--- src/rtl/reg_bank_n_pkg.sv ---
`default_nettype none
// ============================================================================
// Module   : reg_bank_n_pkg
// Purpose  : Shared constants and types for the parametrised register bank:
//            opcode values, state encodings and instruction field width
//            helpers.
// Ports    : none (package)
// Config   : REG_BANK_N_ARITH_EN enables the INC/DEC opcodes (see decoder)
// Revision : 1.0  initial release
// ============================================================================
package reg_bank_n_pkg;

   // Instruction opcode field width and opcode values
   localparam int         c_opcode_width = 4;
   localparam logic [3:0] c_op_nop = 4'd0;
   localparam logic [3:0] c_op_rdo = 4'd1;
   localparam logic [3:0] c_op_ldi = 4'd2;
   localparam logic [3:0] c_op_mov = 4'd3;
   localparam logic [3:0] c_op_clr = 4'd4;
   localparam logic [3:0] c_op_cla = 4'd5;
   localparam logic [3:0] c_op_inc = 4'd6;
   localparam logic [3:0] c_op_dec = 4'd7;

   // Controller states
   typedef enum logic [1:0] {
      ST_RESET = 2'd0,
      ST_READY = 2'd1,
      ST_ERROR = 2'd2
   } state_t;

   // Width of the register index field
   function automatic int idx_width(input int reg_count);
      return $clog2(reg_count);
   endfunction

   // Total instruction width: opcode + index + immediate
   function automatic int inst_width(input int data_width, input int reg_count);
      return c_opcode_width + idx_width(reg_count) + data_width;
   endfunction

   // Smaller of two widths; used where a narrow immediate feeds an index
   function automatic int min_width(input int a, input int b);
      return (a < b) ? a : b;
   endfunction

endpackage : reg_bank_n_pkg
`default_nettype wire

--- src/rtl/reg_bank_n_decode.sv ---
`default_nettype none
// ============================================================================
// Module   : reg_bank_n_decode
// Purpose  : Combinational opcode decoder. Produces one-hot operation strobes
//            that are only asserted for an instruction accepted in the Ready
//            state, plus an illegal-opcode flag.
// Ports    : opcode   in   4-bit opcode field
//            inst_en  in   instruction valid
//            state    in   controller state
//            op_*     out  operation strobes (one-hot)
//            illegal  out  accepted instruction carries an illegal opcode
// Config   : REG_BANK_N_ARITH_EN defined  -> opcodes 6/7 decode to INC/DEC
//            REG_BANK_N_ARITH_EN undefined -> opcodes 6/7 are illegal
// Revision : 1.0  initial release
// ============================================================================
module reg_bank_n_decode
   import reg_bank_n_pkg::*;
(
   input  logic [3:0] opcode,
   input  logic       inst_en,
   input  state_t     state,
   output logic       op_rdo,
   output logic       op_ldi,
   output logic       op_mov,
   output logic       op_clr,
   output logic       op_cla,
`ifdef REG_BANK_N_ARITH_EN
   output logic       op_inc,
   output logic       op_dec,
`endif
   output logic       illegal
);

   logic w_accept;

   // Instructions are only consumed in Ready; Reset and Error drop them.
   assign w_accept = inst_en && (state == ST_READY);

   always_comb begin
      op_rdo  = 1'b0;
      op_ldi  = 1'b0;
      op_mov  = 1'b0;
      op_clr  = 1'b0;
      op_cla  = 1'b0;
`ifdef REG_BANK_N_ARITH_EN
      op_inc  = 1'b0;
      op_dec  = 1'b0;
`endif
      illegal = 1'b0;
      if (w_accept) begin
         case (opcode)
            c_op_nop: ;
            c_op_rdo: op_rdo = 1'b1;
            c_op_ldi: op_ldi = 1'b1;
            c_op_mov: op_mov = 1'b1;
            c_op_clr: op_clr = 1'b1;
            c_op_cla: op_cla = 1'b1;
`ifdef REG_BANK_N_ARITH_EN
            c_op_inc: op_inc = 1'b1;
            c_op_dec: op_dec = 1'b1;
`endif
            default:  illegal = 1'b1;
         endcase
      end
   end

endmodule : reg_bank_n_decode
`default_nettype wire

--- src/rtl/reg_bank_n.sv ---
`default_nettype none
// ============================================================================
// Module   : reg_bank_n
// Purpose  : Parametrised instruction-driven register bank. Executes one
//            instruction per cycle from the shared instruction bus and drives
//            the register selected by an internal output selector onto out.
// Ports    : clock    in   clock, rising edge
//            reset    in   synchronous active-high reset
//            inst     in   {opcode[3:0], idx[IDX_WIDTH-1:0], imm[DATA_WIDTH-1:0]}
//            inst_en  in   inst valid this cycle
//            out      out  value of the selected register (combinational)
//            error    out  high while in the Error state
// Config   : REG_BANK_N_ARITH_EN enables INC/DEC; otherwise they are illegal
//            and no adder/subtractor is built.
// Revision : 1.0  initial release
// ============================================================================
module reg_bank_n
   import reg_bank_n_pkg::*;
#(
   parameter int DATA_WIDTH = 8,
   parameter int REG_COUNT  = 8
)(
   input  logic                                         clock,
   input  logic                                         reset,
   input  logic [inst_width(DATA_WIDTH, REG_COUNT)-1:0] inst,
   input  logic                                         inst_en,
   output logic [DATA_WIDTH-1:0]                        out,
   output logic                                         error
);

   localparam int IDX_WIDTH  = idx_width(REG_COUNT);
   localparam int INST_WIDTH = inst_width(DATA_WIDTH, REG_COUNT);
   // Immediate bits that can reach the MOV source index (DATA_WIDTH may be
   // narrower than the index).
   localparam int SRC_WIDTH  = min_width(IDX_WIDTH, DATA_WIDTH);

   state_t                r_state;
   state_t                w_state_next;
   logic [DATA_WIDTH-1:0] r_regs [REG_COUNT];
   logic [IDX_WIDTH-1:0]  r_out_sel;

   logic [3:0]            w_opcode;
   logic [IDX_WIDTH-1:0]  w_idx;
   logic [DATA_WIDTH-1:0] w_imm;
   logic [IDX_WIDTH-1:0]  w_src;

   logic w_op_rdo;
   logic w_op_ldi;
   logic w_op_mov;
   logic w_op_clr;
   logic w_op_cla;
   logic w_illegal;

   assign w_opcode = inst[INST_WIDTH-1 -: 4];
   assign w_idx    = inst[DATA_WIDTH +: IDX_WIDTH];
   assign w_imm    = inst[DATA_WIDTH-1:0];
   // MOV source: low immediate bits only, upper bits ignored
   assign w_src    = IDX_WIDTH'(w_imm[SRC_WIDTH-1:0]);

`ifdef REG_BANK_N_ARITH_EN
   logic                  w_op_inc;
   logic                  w_op_dec;
   logic [DATA_WIDTH-1:0] w_inc_val;
   logic [DATA_WIDTH-1:0] w_dec_val;

   // Natural modulo-2^DATA_WIDTH wrap gives all-ones+1=0 and 0-1=all-ones.
   assign w_inc_val = r_regs[w_idx] + DATA_WIDTH'(1);
   assign w_dec_val = r_regs[w_idx] - DATA_WIDTH'(1);
`endif

   reg_bank_n_decode u_decode (
      .opcode  (w_opcode),
      .inst_en (inst_en),
      .state   (r_state),
      .op_rdo  (w_op_rdo),
      .op_ldi  (w_op_ldi),
      .op_mov  (w_op_mov),
      .op_clr  (w_op_clr),
      .op_cla  (w_op_cla),
`ifdef REG_BANK_N_ARITH_EN
      .op_inc  (w_op_inc),
      .op_dec  (w_op_dec),
`endif
      .illegal (w_illegal)
   );

   // ------------------------------------------------------------------------
   // State machine
   // ------------------------------------------------------------------------
   always_ff @(posedge clock) begin
      if (reset) begin
         r_state <= ST_RESET;
      end else begin
         r_state <= w_state_next;
      end
   end

   always_comb begin
      w_state_next = r_state;
      case (r_state)
         ST_RESET: w_state_next = ST_READY;
         ST_READY: if (w_illegal) w_state_next = ST_ERROR;
         ST_ERROR: w_state_next = ST_ERROR;
         default:  w_state_next = ST_RESET;
      endcase
   end

   // ------------------------------------------------------------------------
   // Register array and output selector
   // ------------------------------------------------------------------------
   // Outside Ready (and on the edge that enters Error) everything is held
   // cleared. Operands are read from current state, so dependent
   // back-to-back instructions need no bubbles.
   always_ff @(posedge clock) begin
      if (reset || (r_state != ST_READY) || w_illegal) begin
         for (int i = 0; i < REG_COUNT; i++) begin
            r_regs[i] <= '0;
         end
         r_out_sel <= '0;
      end else begin
         if (w_op_rdo) begin
            r_out_sel <= w_idx;
         end
         if (w_op_cla) begin
            for (int i = 0; i < REG_COUNT; i++) begin
               r_regs[i] <= '0;
            end
         end else if (w_op_ldi) begin
            r_regs[w_idx] <= w_imm;
         end else if (w_op_mov) begin
            r_regs[w_idx] <= r_regs[w_src];
         end else if (w_op_clr) begin
            r_regs[w_idx] <= '0;
`ifdef REG_BANK_N_ARITH_EN
         end else if (w_op_inc) begin
            r_regs[w_idx] <= w_inc_val;
         end else if (w_op_dec) begin
            r_regs[w_idx] <= w_dec_val;
`endif
         end
      end
   end

   assign out   = r_regs[r_out_sel];
   assign error = (r_state == ST_ERROR);

endmodule : reg_bank_n
`default_nettype wire

--- config.mk ---
export PLATFORM = sky130hd
export DESIGN_NAME = reg_bank_n
export DESIGN_NICKNAME = d
export VERILOG_FILES = /design/src/rtl/reg_bank_n_pkg.sv /design/src/rtl/reg_bank_n_decode.sv /design/src/rtl/reg_bank_n.sv
export SDC_FILE = /design/constraint.sdc
export NUM_CORES = 1
export LEC_CHECK = 0
export BUFFER_PORTS_ARGS = -buffer_cell sky130_fd_sc_hd__buf_2
export CAP_MARGIN = 20
export CELL_PAD_IN_SITES_DETAIL_PLACEMENT = 0
export CELL_PAD_IN_SITES_GLOBAL_PLACEMENT = 1
export CORE_MARGIN = 5
export CORE_UTILIZATION = 55
export CTS_BUF_LIST = sky130_fd_sc_hd__clkbuf_4 sky130_fd_sc_hd__clkbuf_8 sky130_fd_sc_hd__clkbuf_16
export DETAILED_ROUTE_END_ITERATION = 8
export HOLD_SLACK_MARGIN = 0.1
export PLACE_DENSITY = 0.82
export SKIP_LAST_GASP = 1
export SLEW_MARGIN = 20
export SYNTH_ARGS = -nofsm -noshare
export SYNTH_HDL_FRONTEND = slang
export SYNTH_SLANG_ARGS = --single-unit
--- constraint.sdc ---
create_clock -name clock -period 6.3 [get_ports clock]
set_clock_uncertainty 0.15 [all_clocks]
set_input_delay 0.315 -clock clock [delete_from_list [all_inputs] [get_ports clock]]
set_output_delay 0.315 -clock clock [all_outputs]
set_load 0.03 [all_outputs]
==> run metrics, run 1 <==
Final Non-Filler Cells 400; cts bufs inserted 9; Pleak 0.00171 uW; Post CTS Setup Buffer Count 0; most common cell after layout, fill and taps aside edfxtp_1; final period utilization 0.415; Metal-1 WL 3.55 mm; grt total ovfl 0; DR iter-0 viols 134; Synth Register Bits 72; Hold Path Class in -> reg; clock latency on the worst-skew pair 0.34 ns; worst vdd ir 135 uV; final setup fails 0; clock sinks 72; RSZ-0062 raised after global routing false; Final Wtd Congestion 0.800; Clock transition at path regs 0.07 ns; fin crit period 2.62 ns; metal2 WL 4.30 mm; Hold Worst Slack 0.159 ns; max incr delay on CP 0.50 ns; Antenna Cells 0; Via Count 2526; Core Area 7140 um^2; Area growth syn-to-layout 9.26%; 1st-pass router iterations 5; post-layout util 0.606; post-synthesis cell count 270; die area 8990 um^2; CP Launch Type flip-flop; first-pass GRT wire length 13.7 mm; Max Fclk 382 MHz; largest net degree at the start of global routing 18; Nets 317; Total GRT Usage 0.216; DP Worst Slack 3.66 ns; synth unique cells 35; drt wl/cell 22.3 um; HPWL after DPL 5.83 mm; vias in the first global route 2477; Synth Cell Area 3960 um^2; Die Y 94.8 um; Worst Setup SP r_state[1]$_SDFFE_PP0P_; power density over the cells 284 nW/um^2; layout cell share with drive strength beyond 1 0.289; Buffers on Ports 26; post-route setup TNS 0 ns; top layer in use met4; Synth Area per Inst 14.7 um^2; met3 wire length 755 um; Post-Place Cells 383; sequential fraction of the synthesis area 0.526; ANT nets after route 0; critical path arrival 2.42 ns; R2R Setup Slk 3.68 ns; crit path max-delay cell type nand2_1; DR DRC count 0; Detailed Route WL 8.93 mm; Vias/cell 6.32; R2R cell count 6; critical path cell sequence inv_1 > ha_1 > nor2b_1 > o21ai_0 > nor2_1 > nand2_1; Final Hold Vio Count 0; Final WS setup 3.68 ns; Slew Limit Headroom 0.434; # IOs 27; Warnings, synthesis 0; row cnt 31; CP Max Fanout 8; worst r2r dst r_regs[4][7]$_SDFFCE_PN0P_; WP data required 6.11 ns; Crit Reg-Reg Startpoint r_state[1]$_SDFFE_PP0P_; Worst-Margin Slew 0.848 ns; crit path to r_regs[4][7]$_SDFFCE_PN0P_; CP Capture Type flip-flop; fin. max-slew vios 0; TritonCTS clock tree yes; starting density of the core 0.555; H-tree depth 3; antenna violations before repair 0; Die Wd 94.8 um; Root Buffer clkbuf_8; max cap viols 0; worst setup path class reg -> reg; syn nets 291; outcome finished, final reports clean; most frequent cells in the layout edfxtp_1 (64), nor2_1 (63), buf_2 (26); CTS Buffer Depth 2
## logic make-up after synthesis
group	synth area share
muxes	0.291
and+or+nand+nor	0.114
adders and majority gates	0.00949
AOI/OAI and AO/OA	0.0364
DFF	0.526
buffers and inverters	0.0240
## metal layers
| metal | track usage | vias to the layer above |
|---|---|---|
| met5 | 0 | - |
| met4 | 0.103 | 0 |
| met3 | 0.0749 | 22 |
| met2 | 0.340 | 108 |
| met1 | 0.269 | 1290 |
| li1 | - | 1106 |
## state kept, by name, summed over array words and instances, names as in the netlist, named ones only
name       count
r_out_sel      3
r_regs        64
r_state        2
## worst max-delay path: cells and delay by family (launching register included)
family / cells / cell delay (ns)
buffers and inverters: 1 / 0.08
DFF: 1 / 0.33
and+or+nand+nor: 3 / 1.17
AOI/OAI and AO/OA: 1 / 0.25
adders and majority gates: 1 / 0.24
## power breakdown
part / leakage [uW] / switching [uW] / total (uW) / internal [uW]
clock: 0.0000880 / 171 / 325 / 154
combinational: 0.000799 / 144 / 249 / 105
sequential: 0.000827 / 40.9 / 655 / 614
## how the worst min path moves through the flow
stage	startpoint	cells after the start	end	slack (ns)
finish	inst[10]	3	r_out_sel[2]$_SDFFE_PP0P_	0.16
global route	inst[8]	3	flip-flop	0.20
CTS	inst[10]	3	r_out_sel[2]$_SDFFE_PP0P_	0.16
detailed placement	r_out_sel[2]$_SDFFE_PP0P_	2	flip-flop	0.35
global placement	r_out_sel[1]$_SDFFE_PP0P_	2	r_out_sel[1]$_SDFFE_PP0P_	0.34
floorplan	reset	1	r_state[0]$_SDFFE_PP0P_	0.24
## Yosys cell counts, drive strengths merged
cell type	instances	area share
edfxtp	64	0.49
nor2	63	0.060
mux4	32	0.20
mux2	15	0.043
nand2	15	0.014
mux2i	12	0.052
a21oi	10	0.013
buf	9	0.016
dfxtp	8	0.040
nand3	8	0.010
clkbuf	4	0.0038
inv	4	0.0038
ha	3	0.0095
nor3b	3	0.0057
a211oi	2	0.010
and3b	2	0.0044
nand4	2	0.0032
o21ai	2	0.0025
or3	2	0.0032
a21boi	1	0.0019
a32oi	1	0.0070
nand2b	1	0.0016
nand3b	1	0.0019
nand4b	1	0.0022
nor2b	1	0.0016
nor3	1	0.0013
nor4b	1	0.0022
o2111ai	1	0.0022
or3b	1	0.0022
## final cells by class
type                    count  area, um^2
clock buffers              12         146
flip-flops and latches     72        2080
fillers                   585        2810
repair buffers             28         148
multi-input cells         181        1790
clock inverters             4        21.3
inverters                   4        15.0
well taps                  99         124
## timing repair
action                                 4_1_cts  5_1_grt
hold buffers                                 1        0
setup endpoints to repair                    0        0
resized for setup                            0        0
endpoints found under the hold margin        2        0
## through the flow
| stage | cell area, um^2 | power, uW |
|---|---|---|
| final | 4320 | 1230 |
| after global routing | 4320 | 1280 |
| after CTS | 4320 | 1230 |
| after detailed placement | 4150 | 912 |
| after global placement | 4150 | 903 |
| after floorplan | 3960 | 835 |
Power figures use the tool's default switching activity.
==> inputs of run 2 (changes only) <==
--- a/config.mk
+++ b/config.mk
@@ -5,16 +5,17 @@
 export SDC_FILE = /design/constraint.sdc
 export NUM_CORES = 1
 export LEC_CHECK = 0
+export ABC_AREA = 1
 export BUFFER_PORTS_ARGS = -buffer_cell sky130_fd_sc_hd__buf_2
 export CAP_MARGIN = 20
 export CELL_PAD_IN_SITES_DETAIL_PLACEMENT = 0
 export CELL_PAD_IN_SITES_GLOBAL_PLACEMENT = 1
 export CORE_MARGIN = 5
-export CORE_UTILIZATION = 55
+export CORE_UTILIZATION = 41
 export CTS_BUF_LIST = sky130_fd_sc_hd__clkbuf_4 sky130_fd_sc_hd__clkbuf_8 sky130_fd_sc_hd__clkbuf_16
 export DETAILED_ROUTE_END_ITERATION = 8
 export HOLD_SLACK_MARGIN = 0.1
-export PLACE_DENSITY = 0.82
+export PLACE_DENSITY = 0.73
 export SKIP_LAST_GASP = 1
 export SLEW_MARGIN = 20
 export SYNTH_ARGS = -nofsm -noshare
==> constraint.sdc (replaced) <==
create_clock -name clock -period 2.2 [get_ports clock]
set_clock_uncertainty 0.15 [all_clocks]
set_input_delay 0.11 -clock clock [delete_from_list [all_inputs] [get_ports clock]]
set_output_delay 0.11 -clock clock [all_outputs]
set_load 0.03 [all_outputs]
==> run 2 against run 1 <==
Die area grew 35%. Hold slack improved by 0.021 ns. Clock-buffer cell count is 2 lower. Critical path depth up 7. Synthesized cell count increased by 92%. Cell count rose by 79%. Sequential power increased to 3.1 times the previous value. Non-clock buffer count increased by 41. Combinational power rose to 3.8 times the previous value. First-iteration DRC count rose by 110%. Sequential share of layout area shrank 6.2 points. Maximum frequency is 25% higher. Critical path type unchanged. Largest cell class unchanged. Highest routed layer unchanged.
==> run metrics, run 2 <==
outcome finished, final reports clean; CP Launch Type flip-flop; Tot Pwr 3900 uW; max incr delay on CP 0.35 ns; # IOs 27; ys flop type edfxtp_1; critical path arrival 2.03 ns; top flop regs r_regs x64, r_out_sel x3, r_state x2; Slew Limit Headroom 0.708; fin. max-slew vios 0; Hold Path Class in -> reg; Reg area 2080 um^2; max reg flops 64; Buffers on Ports 26; post-synthesis cell count 518; share of the synthesized area in the top cell type 0.468; 1st-pass router iterations 8; final period utilization 0.948; HPWL after DPL 8.30 mm; Largest Register r_regs; post-layout util 0.508; Die Wd 110 um; Multi-input gate area 1910 um^2; Sw Pwr 1300 uW; Nets 600; most common cell after layout, fill and taps aside nand2_1; hold path endpoint r_regs[1][4]$_SDFFCE_PN0P_; DR iter-0 viols 284; cts bufs inserted 9; hold depth 5; layout cell share with drive strength beyond 1 0.207; final setup fails 0; Post-Place Cells 689; EDFF count, synth 64; clock sinks 72; Root Buffer clkbuf_8; first-pass GRT wire length 19.1 mm; CP Capture Type flip-flop; row cnt 36; Core Area 9770 um^2; vias in the first global route 3571; Detailed Route WL 12.1 mm; Gate power share 0.243; crit path max-delay cell type dfxtp_1; Die Y 110 um; Warnings, synthesis 0; Clock transition at path regs 0.09 ns; syn nets 539; biggest area consumer among synthesized cells edfxtp_1; H-tree depth 3; starting density of the core 0.420; min-delay src inst[4]; Final Non-Filler Cells 717; Synth Area per Inst 7.93 um^2; R2R cell count 13; Final Wtd Congestion 0.877; Antenna Cells 0; Crit Reg-Reg Startpoint r_state[1]$_SDFFE_PP0P_; most frequent cells in the layout nand2_1 (146), nor2_1 (117), edfxtp_1 (64); critical path cell sequence inv_2 > ha_4 > nand2_1 > inv_2 > nand3_4 > buf_4 > nand3_4 > buf_4 > inv_4 > nand2_1 > nand2_1 > buf_4 > nor2_1; largest net degree at the start of global routing 33; asr flop ratio synth 0; R2R Setup Slk 0.12 ns; Area growth syn-to-layout 20.8%; internal power 2600 uW; antenna violations before repair 0; Worst-Margin Slew 0.438 ns; worst vdd ir 329 uV; fin crit period 2.08 ns; Pleak 0.00216 uW; Vias/cell 5.19; die area 12100 um^2; sequential fraction of the synthesis area 0.507; DR DRC count 0; RSZ-0062 raised after global routing false; Synth Register Bits 72; Via Count 3719; Total GRT Usage 0.212; FILL cells 961; Max Fclk 480 MHz; Clock power frac 0.242; CTS Buffer Depth 2; TritonCTS clock tree yes; Synth Cell Area 4110 um^2; clock latency on the worst-skew pair 0.35 ns; Net Sw Frac 0.334; top-count cell post-synth nand2_1; max cap viols 0; ANT nets after route 0; WP data required 2.15 ns; drt wl/cell 16.8 um; Flop pwr share 0.515; worst r2r dst r_regs[3][0]$_SDFFCE_PN0P_; top area cells in the synthesized netlist edfxtp_1 (47%), nand2_1 (14%), nor2_1 (11%); power density over the cells 786 nW/um^2; Final Hold Vio Count 0; worst setup path class reg -> reg; CP Max Fanout 9; synth unique cells 24; grt total ovfl 0; synth cell count leaders nand2_1 (158), nor2_1 (117), edfxtp_1 (64), nand3_1 (40), o21ai_0 (32)
## run 2: cell count changes after synthesis, moves of 9 or more
cell and change:
nor2_1 +54, mux2_2 -15, mux4_2 -18, inv_1 +18, mux4_1 -14, nand2_1 +143
o21ai_0 +30, nand3_1 +32, a31oi_1 +9
## run 2: through the flow
step	setup slack (ns)	cell area, um^2	setup TNS, ns	hold slack, ns
after floorplan	0.144	4110	0	0.0385
after global placement	-0.210	4580	-9.96	0.205
after detailed placement	-0.264	4580	-13.30	0.208
after CTS	-0.00715	4830	-0.0184	0.169
after global routing	0.0168	4960	0	0.197
final	0.115	4960	0	0.180
## run 2: layout make-up
| cell class | count | share of cell area |
|---|---|---|
| clock buffer | 10 | 0.0265 |
| timing repair buffer | 69 | 0.105 |
| inverter | 27 | 0.0217 |
| tap | 133 | 0.0335 |
| clock inverter | 6 | 0.00908 |
| sequential | 72 | 0.420 |
| multi-input combinational | 400 | 0.385 |
## run 2: what timing repair did
| action | in CTS | in global routing |
|---|---|---|
| endpoints found under the setup margin | 94 | 136 |
| pin swaps | 2 | 2 |
| hold buffers | 4 | 0 |
| gates resized for setup | 5 | 23 |
| hold endpoints to repair | 8 | 0 |
| setup buffers | 1 | 7 |
## run 2: worst max-delay path by stage
stage,from,endpoint,slack (ns)
2_1_floorplan,r_state[1]$_SDFFE_PP0P_,r_regs[3][0]$_SDFFCE_PN0P_,0.14
3_3_place_gp,r_state[1]$_SDFFE_PP0P_,r_regs[0][3]$_SDFFCE_PN0P_,-0.21
3_5_place_dp,r_state[1]$_SDFFE_PP0P_,r_regs[0][3]$_SDFFCE_PN0P_,-0.26
4_1_cts,r_state[1]$_SDFFE_PP0P_,r_regs[1][3]$_SDFFCE_PN0P_,-0.007
5_1_grt,r_state[1]$_SDFFE_PP0P_,r_regs[3][0]$_SDFFCE_PN0P_,0.02
6_report,r_state[1]$_SDFFE_PP0P_,r_regs[3][0]$_SDFFCE_PN0P_,0.12
## run 2: power groups by stage
stage	registers [uW]	clock network, uW	logic (uW)
final	2010	944	947
after global routing	2040	1040	1070
after CTS	2000	956	931
after detailed placement	2030	0	904
after global placement	2020	0	889
after floorplan	1960	0	608
## run 2: worst max-delay path: cells and delay by family (launching register included)
family,cells,cell delay [ns]
buffers and inverters,6,0.69
AND/OR/NAND/NOR,6,0.48
flip-flops,1,0.35
adder cells (fa/ha/maj),1,0.17
## run 2: logic make-up (layout without fill, tap and decap cells)
kind of cell    count (synthesis)  in the layout  synth area share
simple gates                  336            336             0.358
compound gates                 61             61            0.0783
flops                          72             72             0.507
fa+ha+maj                       3              3           0.00914
buf+inv                        46            112            0.0469
## run 2: per-layer routing
layer | share of wire | track usage | wire, um
met3 | 0.052 | 0.0361 | 630
met4 | 0.021 | 0.0703 | 255
met5 | 0 | 0 | 0
met1 | 0.45 | 0.282 | 5390
met2 | 0.48 | 0.351 | 5780
==> inputs of run 3 (changes only) <==
--- a/config.mk
+++ b/config.mk
@@ -11,11 +11,11 @@
 export CELL_PAD_IN_SITES_DETAIL_PLACEMENT = 0
 export CELL_PAD_IN_SITES_GLOBAL_PLACEMENT = 1
 export CORE_MARGIN = 5
-export CORE_UTILIZATION = 41
+export CORE_UTILIZATION = 49
 export CTS_BUF_LIST = sky130_fd_sc_hd__clkbuf_4 sky130_fd_sc_hd__clkbuf_8 sky130_fd_sc_hd__clkbuf_16
 export DETAILED_ROUTE_END_ITERATION = 8
 export HOLD_SLACK_MARGIN = 0.1
-export PLACE_DENSITY = 0.73
+export PLACE_DENSITY = 0.82
 export SKIP_LAST_GASP = 1
 export SLEW_MARGIN = 20
 export SYNTH_ARGS = -nofsm -noshare
==> constraint.sdc (replaced) <==
create_clock -name clock -period 2.5 [get_ports clock]
set_clock_uncertainty 0.15 [all_clocks]
set_input_delay 0.125 -clock clock [delete_from_list [all_inputs] [get_ports clock]]
set_output_delay 0.125 -clock clock [all_outputs]
set_load 0.03 [all_outputs]
==> run 3 against run 2 <==
Maximum frequency is 10% lower. Largest power group unchanged. Sequential power is 9% lower. First-iteration DRC count up 39%. Total power fell by 6.0%. Clock-buffer cell count decreased by 1.
==> run metrics, run 3 (same netlist as run 2, synthesis figures left out) <==
outcome finished, final reports clean; Pleak 0.00206 uW; Largest Register r_regs; cts bufs inserted 9; ANT nets after route 0; worst vdd ir 518 uV; DR DRC count 0; final period utilization 0.927; Nets 575; row cnt 33; post-route setup TNS 0 ns; clock latency on the worst-skew pair 0.35 ns; antenna violations before repair 0; CTS resizes 0; vias in the first global route 3431; Vias/cell 5.55; Final Hold Vio Count 0; layout cell share with drive strength beyond 1 0.143; worst setup path class reg -> reg; Detailed Route WL 12.2 mm; H-tree depth 3; 1st-pass router iterations 5; CP Launch Type flip-flop; starting density of the core 0.502; Clock transition at path regs 0.08 ns; metal2 WL 5.45 mm; max reg flops 64; Hold Worst Slack 0.197 ns; HPWL after DPL 8.73 mm; max cap viols 0; fin crit period 2.32 ns; most common cell after layout, fill and taps aside nand2_1; # IOs 27; Final Wtd Congestion 0.906; grt total ovfl 0; Worst-Margin Slew 0.613 ns; Hold Path Class in -> reg; Tot Pwr 3670 uW; fin. max-slew vios 0; Metal-1 WL 5.28 mm; Post CTS Setup Buffer Count 0; Area growth syn-to-layout 13.6%; RSZ-0062 raised after global routing false; CP Capture Type flip-flop; CP Max Fanout 10; Core Area 8180 um^2; TritonCTS clock tree yes; first-pass GRT wire length 18.9 mm; met3 wire length 1.10 mm; Antenna Cells 0; WP data required 2.37 ns; final setup fails 0; most frequent cells in the layout nand2_1 (158), nor2_1 (117), edfxtp_1 (64); Die Y 102 um; Total GRT Usage 0.248; Max Fclk 431 MHz; Die Wd 102 um; top layer in use met4; CTS Buffer Depth 2; largest net degree at the start of global routing 34; Root Buffer clkbuf_8; top flop regs r_regs x64, r_out_sel x3, r_state x2; Buffers on Ports 26; Slew Limit Headroom 0.591; critical path arrival 2.19 ns; power density over the cells 786 nW/um^2; die area 10300 um^2; clock sinks 72; DR iter-0 viols 394; Via Count 3686; drt wl/cell 18.3 um
## run 3: final timing paths
kind / startpoint / to / slack, ns / depth (start not counted)
setup / recovery: r_state[1]$_SDFFE_PP0P_ / r_regs[3][0]$_SDFFCE_PN0P_ / 0.18 / 8
hold / removal: inst[12] / flip-flop / 0.20 / 6
setup reg to reg: r_state[1]$_SDFFE_PP0P_ / r_regs[3][0]$_SDFFCE_PN0P_ / 0.18 / 8
hold reg to reg: r_out_sel[0]$_SDFFE_PP0P_ / r_out_sel[0]$_SDFFE_PP0P_ / 0.34 / 2
## run 3: cell type report
class / instances / area (um^2)
Tap cell: 105 / 131
Sequential cell: 72 / 2080
Clock buffer: 9 / 124
Multi-Input combinational cell: 400 / 1830
Timing Repair Buffer: 44 / 275
Inverter: 27 / 101
Clock inverter: 7 / 120
Fill cell: 778 / 3510
## run 3: stage by stage
| stage | setup slack [ns] | std cells | utilization | area (um^2) |
|---|---|---|---|---|
| 2_1_floorplan | 0.444 | 518 | - | 4110 |
| 3_3_place_gp | 0.259 | 644 | 0.536 | 4380 |
| 3_5_place_dp | 0.190 | 644 | 0.536 | 4380 |
| 4_1_cts | 0.174 | 664 | 0.571 | 4660 |
| 5_1_grt | 0.00602 | 664 | 0.571 | 4660 |
| 6_report | 0.181 | 664 | 0.571 | 4660 |
## run 3: timing repair
item	CTS	global route
setup endpoints to repair	0	0
endpoints found under the hold margin	8	0
hold buffers	4	0
## run 3: power by group
part,leakage (uW),switching (uW),internal (uW)
Sequential,0.000819,195,1620
Combinational,0.00112,506,224
Clock,0.000119,455,664
## run 3: critical path: stages (launching register included)
cell and delay [ns]:
dfxtp_1 0.32, inv_1 0.09, ha_1 0.23, nand3_1 0.14, nor2_4 0.15, nand3_4 0.16
nand3_4 0.30, nand3_4 0.16, nand2_1 0.29
## run 3: per-layer routing
metal / track usage / up-vias
met5: 0 / -
met4: 0.101 / 0
met3: 0.0572 / 28
met2: 0.367 / 169
met1: 0.353 / 1716
li1: - / 1773
